**src/rtl/pipe_pkg.sv**
```systemverilog
// Shared pipeline-stage types and default stage widths.
package pipe_pkg;

    typedef enum logic [1:0] {
        EMPTY = 2'd0,
        ONE   = 2'd1,
        FULL  = 2'd2
    } pipe_state_e;

    // DE: operands, immediate, PC+8 and register indices; EM/MW: ALU result, store data, rd.
    localparam int unsigned DE_DATA_W = 160;
    localparam int unsigned DE_CTRL_W = 10;
    localparam int unsigned EM_DATA_W = 101;
    localparam int unsigned EM_CTRL_W = 4;
    localparam int unsigned MW_DATA_W = 101;
    localparam int unsigned MW_CTRL_W = 2;

endpackage

```
**src/rtl/sat_counter.sv**
```systemverilog
// Saturating up-counter with synchronous clear.
module sat_counter #(
    parameter int unsigned W = 16
) (
    input  logic         clk,
    input  logic         clear,
    input  logic         inc,
    output logic [W-1:0] count
);

    always_ff @(posedge clk) begin
        if (clear) begin
            count <= '0;
        end else if (inc && (count != {W{1'b1}})) begin
            count <= count + W'(1);
        end
    end

endmodule

```
**src/rtl/pipe_stage_skid.sv**
```systemverilog
// Valid/ready pipeline stage register with optional one-entry skid buffer,
// bubble-masked control field and a saturating upstream stall counter.
module pipe_stage_skid
    import pipe_pkg::*;
#(
    parameter int unsigned DATA_W = DE_DATA_W,
    parameter int unsigned CTRL_W = DE_CTRL_W,
    parameter int unsigned SKID   = 1,
    parameter int unsigned STAT_W = 16
) (
    input  logic              clk,
    input  logic              reset,
    input  logic              flush,
    input  logic              in_valid,
    output logic              in_ready,
    input  logic [CTRL_W-1:0] in_ctrl,
    input  logic [DATA_W-1:0] in_data,
    output logic              out_valid,
    input  logic              out_ready,
    output logic [CTRL_W-1:0] out_ctrl,
    output logic [DATA_W-1:0] out_data,
    output logic [STAT_W-1:0] stall_cnt
);

    pipe_state_e       state;
    pipe_state_e       stateNext;
    logic [CTRL_W-1:0] mainCtrl;
    logic [DATA_W-1:0] mainData;
    logic [CTRL_W-1:0] skidCtrl;
    logic [DATA_W-1:0] skidData;
    logic              accept;
    logic              pop;
    logic              loadMainIn;
    logic              loadMainSkid;

    assign out_valid = (state != EMPTY);
    assign accept    = in_valid & in_ready;
    assign pop       = out_valid & out_ready;

    // State register.
    always_ff @(posedge clk) begin
        if (reset) begin
            state <= EMPTY;
        end else begin
            state <= stateNext;
        end
    end

    // Next state and main-register load selects; flush empties without touching data.
    always_comb begin
        stateNext    = state;
        loadMainIn   = 1'b0;
        loadMainSkid = 1'b0;
        case (state)
            EMPTY: begin
                if (accept) begin
                    stateNext  = ONE;
                    loadMainIn = 1'b1;
                end
            end
            ONE: begin
                if (accept && pop) begin
                    loadMainIn = 1'b1;
                end else if (accept) begin
                    stateNext = (SKID != 0) ? FULL : ONE;
                end else if (pop) begin
                    stateNext = EMPTY;
                end
            end
            FULL: begin
                if (pop) begin
                    stateNext    = ONE;
                    loadMainSkid = 1'b1;
                end
            end
            default: stateNext = EMPTY;
        endcase
        if (flush) begin
            stateNext    = EMPTY;
            loadMainIn   = 1'b0;
            loadMainSkid = 1'b0;
        end
    end

    // Head-of-stage register presented downstream.
    always_ff @(posedge clk) begin
        if (reset) begin
            mainCtrl <= '0;
            mainData <= '0;
        end else if (loadMainIn) begin
            mainCtrl <= in_ctrl;
            mainData <= in_data;
        end else if (loadMainSkid) begin
            mainCtrl <= skidCtrl;
            mainData <= skidData;
        end
    end

    generate
        if (SKID != 0) begin : gSkid
            logic loadSkid;

            // The one entry absorbed while the downstream stall is still propagating upstream.
            assign loadSkid = accept & ~pop & (state == ONE);

            always_ff @(posedge clk) begin
                if (reset) begin
                    skidCtrl <= '0;
                    skidData <= '0;
                end else if (loadSkid) begin
                    skidCtrl <= in_ctrl;
                    skidData <= in_data;
                end
            end

            assign in_ready = (state != FULL) & ~flush & ~reset;
        end else begin : gNoSkid
            assign skidCtrl = '0;
            assign skidData = '0;
            assign in_ready = ~reset & ~flush & (~out_valid | out_ready);
        end
    endgenerate

    assign out_ctrl = out_valid ? mainCtrl : '0;
    assign out_data = mainData;

    sat_counter #(
        .W(STAT_W)
    ) uStallCnt (
        .clk  (clk),
        .clear(reset),
        .inc  (in_valid & ~in_ready),
        .count(stall_cnt)
    );

endmodule

```
**config.mk**
```make
export PLATFORM = sky130hd
export DESIGN_NAME = pipe_stage_skid
export DESIGN_NICKNAME = d
export VERILOG_FILES = /design/src/rtl/pipe_pkg.sv /design/src/rtl/sat_counter.sv /design/src/rtl/pipe_stage_skid.sv
export SDC_FILE = /design/constraint.sdc
export NUM_CORES = 1
export LEC_CHECK = 0
export BUFFER_PORTS_ARGS = -buffer_cell sky130_fd_sc_hd__buf_2
export CORE_MARGIN = 2
export CORE_UTILIZATION = 48
export DETAILED_ROUTE_END_ITERATION = 10
export GPL_TIMING_DRIVEN = 0
export HOLD_SLACK_MARGIN = 0.15
export PLACE_DENSITY = 0.77
export SLEW_MARGIN = 20
export SYNTH_ARGS = -nofsm -noshare
export SYNTH_HDL_FRONTEND = slang
export SYNTH_SLANG_ARGS = --single-unit
```
**constraint.sdc**
```tcl
create_clock -name clk -period 1.7 [get_ports clk]
set_input_delay 0.085 -clock clk [delete_from_list [all_inputs] [get_ports clk]]
set_output_delay 0.085 -clock clk [all_outputs]
set_load 0.05 [all_outputs]
```
* After elaboration in Yosys (flattened, before gate mapping)
Cells that the tools add are included.
Word-level totals: flip-flop bits (word level) 358, bits of input ports 175, output and inout port bits 188, logic and storage cells 51
Cells by class: add/sub/neg operators 1, equality and inequality tests 8, mux-type cells 18, bitwise operators 11, reductions and logical operators 7
Operators by type and width (count):
- $mux W160 | 2
- $mux W10 | 3
- $add A16 B1 Y16 const B | 1
- $ne A16 B16 Y1 const B | 1
- $mux W2 | 5
- $ne A2 B2 Y1 const B | 4
- $and A1 B1 Y1 | 7
- $mux W1 | 6
- $pmux W2 S3 | 1
- $not A1 Y1 | 4
- $reduce_and A4 Y1 | 1
- $reduce_bool A2 Y1 | 2
- $ne A3 B3 Y1 const B | 1
- $eq A2 B1 Y1 const B | 1
- $eq A2 B2 Y1 const B | 1
- $logic_and A1 B1 Y1 | 2
- $logic_not A2 Y1 | 1
- $pmux W1 S2 | 1
- $reduce_or A2 Y1 | 1

* Depth between registers and ports, before layout
word-level depth 9, gate-level depth with buffers 8, depth with buffers taken out 5

* Modules after synthesis
Synthesis repeated with hierarchy kept, for this count alone.
Second synthesis, totals: cell total of the unflattened synthesis 1873, area, all modules 16065.4 um^2
Modules (own cells, without submodules):
- pipe_stage_skid | instances 1, cells each 1774, area each 15217.1 um^2, sequential area each 6846.6 um^2
- sat_counter | instances 1, cells each 99, area each 848.3 um^2, sequential area each 320.3 um^2

* Worst setup path before layout
No wires, ideal clock.
path kind register to register, from register uStallCnt.count[2], to register uStallCnt.count[13], setup time 0.121 ns, arrival time 1.971 ns, required time 1.579 ns, path slack -0.392 ns, cell stages (with the launch flop) 5, buffers on the path 0, period minus slack after synthesis 2.092 ns, cells stage by stage dfxtp_1 > and3_1 > o2111ai_2 > a2111oi_0 > mux2_2
On the way: cells in the longest elaborated chain, start to end 2, elaborated cells on any way between the ends 3, those cells by class add/sub: 1; eq/ne: 1; reduce/logical: 1
Ends and longest elaborated chain:
- from (decl) | RTL line sat_counter.sv:8 | output logic [W-1:0] count
- from (signal assigned) | RTL line sat_counter.sv:15 | count <= count + W'(1);
- branches (longest 2 deep; another with $add A16 B1 Y16)
Parallel ways; which one is timed is not known. A chain may end at the register's enable or synchronous reset.

* Worst setup path after layout
from register state[1], to register skidData[87]
On the way: cells in the longest elaborated chain, start to end 6, elaborated cells on any way between the ends 10, those cells by class eq/ne: 2; bitwise: 7; reduce/logical: 1
Ends and longest elaborated chain:
- from (decl) | RTL line pipe_stage_skid.sv:25 | pipe_state_e state;
- from (signal assigned) | RTL line pipe_stage_skid.sv:45 | state <= stateNext;
- $ne A2 B2 Y1 | RTL line pipe_stage_skid.sv:116 | assign in_ready = (state != FULL) & ~flush & ~reset;
- $and A1 B1 Y1 (2 in a row) | RTL line pipe_stage_skid.sv:116
- $and A1 B1 Y1 | RTL line pipe_stage_skid.sv:37 | assign accept = in_valid & in_ready;
- $and A1 B1 Y1 | RTL line pipe_stage_skid.sv:104 | assign loadSkid = accept & ~pop & (state == ONE);
- $and A1 B1 Y1 (*) | RTL line pipe_stage_skid.sv:104
- to (signal assigned) | RTL line pipe_stage_skid.sv:112 | skidData <= in_data;
- to (decl) | RTL line pipe_stage_skid.sv:30 | logic [DATA_W-1:0] skidData;
Mark *: on every way between the ends. The rest lies on a longest branch, timed or not.

==> run_results.csv <==
group,metric,value,unit
logic_synthesis,synth.distinct_cells,44,
cts,clkTransAtPathRegs,0.06,ns
global_route,grt_pass1_vias,14900,
final_layout,syn2layout_area_growth,57.3,%
worst_setup_path,cp.required,2.08,ns
worst_setup_path,crit_path_max_incr_delay,0.37,ns
placed_design,place_congestion,0.835,
cts,cts_sinks,358,
placed_design,dp_hpwl,30700,µm
die,row_count,63,
logic_synthesis,yosysTopAreaCellShare,0.501,
worst_setup_path,worstSetupStartpointType,"flop",
logic_synthesis,synth_area,0.0143,mm²
global_route,grt_first_pass_wirelength,77500,µm
route,routed_wl,58200,µm
global_route,globalRoute.busiestLayer,"met2",
route,drtPass1Iterations,6,
sta,finClkSkew,0.0157,ns
logic_synthesis,syn_avg_cell_area,8.78,µm²
min_path,hp-start,"in_valid",
worst_setup_path,slowest_stage,"dfxtp_4",
die,die_x,177,µm
logic_synthesis,synth_edf_count,0,
global_route,met3_usage,0.0855,
worst_setup_path,worstPathMaxFanout,10,
final_layout,post-route-util,0.764,
power,power.leakage,8.62,nW
logic_synthesis,synth_area_leaders,"dfxtp_1, mux2i_1, a211oi_1",
global_route,grt_antenna_before_repair,3,
global_route,grtUsageMet2,0.532,
final_layout,fin_area,0.0225,mm²
route,viasPerCell,5.87,
sta,rsz0062_at_grt,"true",
sta,worst_pin_slew,1.01,ns
die,die_height,177,µm
route,post_drt_wl_per_cell,21.6,µm
final_layout,fin_nets,2450,
sta,min_period_over_period,1.16,
route,ant_nets,0,
status,status,"finished with violations",
worst_setup_path,endpoint_kind,"flop",
logic_synthesis,syn_inst,1630,
final_layout,fillerInstances,1729,
sta,finalHoldViolCount,0,
sta,slew_headroom,0.327,
sta,fmax,508,MHz
die,dieArea,0.0312,mm²
run,maxCapViolCount,0,
worst_setup_path,critPathKind,"reg -> reg",
placed_design,port-buffer-count,360,
placed_design,place_ws,-1.01,ns
global_route,overflow,0,
worst_setup_path,arrival,2.35,ns
final_layout,drive_gt1_frac,0.334,
cts,root_buffer,"clkbuf_16",
worst_setup_path,r2r_start,"state[1]",
sta,setup_viol,347,
route,vias,15800,
cts,clock_path_buffers,3,
logic_synthesis,synth-seq-cells,358,
worst_setup_path,path_delay_family,"buffers and inverters",
logic_synthesis,yosysTopAreaCell,"dfxtp_1",
cts,cts_buffers,38,
worst_setup_path,crit_path_start,"state[1]",
global_route,grt_use_total,0.307,
status,violations,"setup timing",
sta,report.final.slew_viol_count,0,
route,drt_iter0_markers,1471,
sta,setup_ws,-0.269,ns
sta,fin_hold_ws,0.216,ns
logic_synthesis,ys_warn_count,0,
worst_setup_path,critPathBufInv,4,
final_layout,layout_common_cells,"buf_2, dfxtp_1, nand2_1",
placed_design,placed_area,0.0167,mm²
final_layout,seqCellArea,0.00723,mm²
die,coreArea,0.0295,mm²
logic_synthesis,ys_async_sr_fraction,0,
worst_setup_path,crit_chain,"nor4b_4 > buf_4 > nand3b_1 > buf_6 > clkbuf_16 > clkbuf_8 > nand2_1 > a21oi_1",
logic_synthesis,synth.yosys.seq_area_share,0.501,
cts,clk_latency,0.52,ns
logic_synthesis,syn_nets,1806,
route,post-route-drc-count,0,
die,start_util,0.486,
final_layout,multi_input_area,0.00742,mm²
min_path,worstHoldPathType,"in -> reg",
global_route,use_met1,0.356,
cts,htree_levels,2,
power,peakVddDrop,0.962,mV
global_route,grt_start_max_net_pins,14,
final_layout,layout_commonest_cell,"buf_2",
cts,tritoncts,"done",
logic_synthesis,synth_flop_cell,"dfxtp_1",
die,pin_count,363,
power,powerDensity,885,mW/mm²
sta,post-route-min-period,1.97,ns
where the power goes:
part	internal, mW	switching, mW
Sequential	8.61	0.171
Clock	5.04	3.44
Combinational	0.964	1.71
layer usage:
layer  vias up  part of all wire
li1       6922                 -
met1      7510              0.35
met2      1061              0.49
met3       312             0.092
met4         2             0.060
met5         -           0.00022
state kept, by name, indices dropped and copies added, names as in the netlist:
name and flops:
skidData 160, uStallCnt.count 16, state 2, mainCtrl 10
out_data 160, skidCtrl 10
kinds of logic (layout without fill, tap and decap cells):
group / count (synthesis) / after routing / share of synthesized area
buf+inv: 146 / 817 / 0.0478
fa+ha+maj: 1 / 1 / 0.000874
other cells: 0 / 3 / 0
flops: 358 / 358 / 0.501
mux: 178 / 178 / 0.125
simple gates: 577 / 577 / 0.162
compound gates: 370 / 370 / 0.164
Yosys cell counts (6+ instances only):
cell,instances
inv_1,7
nor3_1,6
nand3_1,6
nor2_1,181
buf_6,11
buf_2,19
buf_4,8
a21oi_1,177
dfxtp_1,358
mux2_2,7
mux2i_1,171
nor2b_1,18
clkbuf_1,101
a211oi_1,178
nand2_1,343
metrics by stage:
step	total power [mW]	setup TNS [ns]	std cells
6_report	19.9	-41.97	2694
5_1_grt	20.4	-56.62	2693
4_1_cts	19.6	-4.68	2648
3_5_place_dp	10.9	-214.06	2380
3_3_place_gp	10.9	-204.08	2380
2_1_floorplan	10.2	0	1630
cell type report:
cell class	instances	share of cell area
diodes	3	0.000333
inverters	7	0.00117
multi-input cells	1126	0.329
clock inverters	10	0.00444
plain buffers	139	0.0604
clock buffers	57	0.0518
well taps	390	0.0217
repair buffers	604	0.210
flip-flops and latches	358	0.321
worst reg2reg max path: cells and delay by family, from the launching register on:
kind / cells / cell delay [ns]
buf+inv: 4 / 0.79
compound gates: 1 / 0.09
simple gates: 3 / 0.60
flops: 1 / 0.37
timing repair:
| item | 4_1_cts | 5_1_grt |
|---|---|---|
| endpoints found under the setup margin | 359 | 359 |
| pin swaps | 94 | 68 |
| cloned | 9 | 24 |
| hold buffers | 176 | 2 |
| endpoints found under the hold margin | 346 | 1 |
| buffers inserted | 16 | 17 |
| resized for setup | 190 | 291 |
final timing paths:
path,endpoint,slack [ns],cells after the start
max,skidData[87],-0.27,8
min,state[0],0.22,5
max reg2reg,skidData[87],-0.27,8
min reg2reg,skidData[151],0.45,2
No activity file was read; power rests on OpenSTA's default activity.
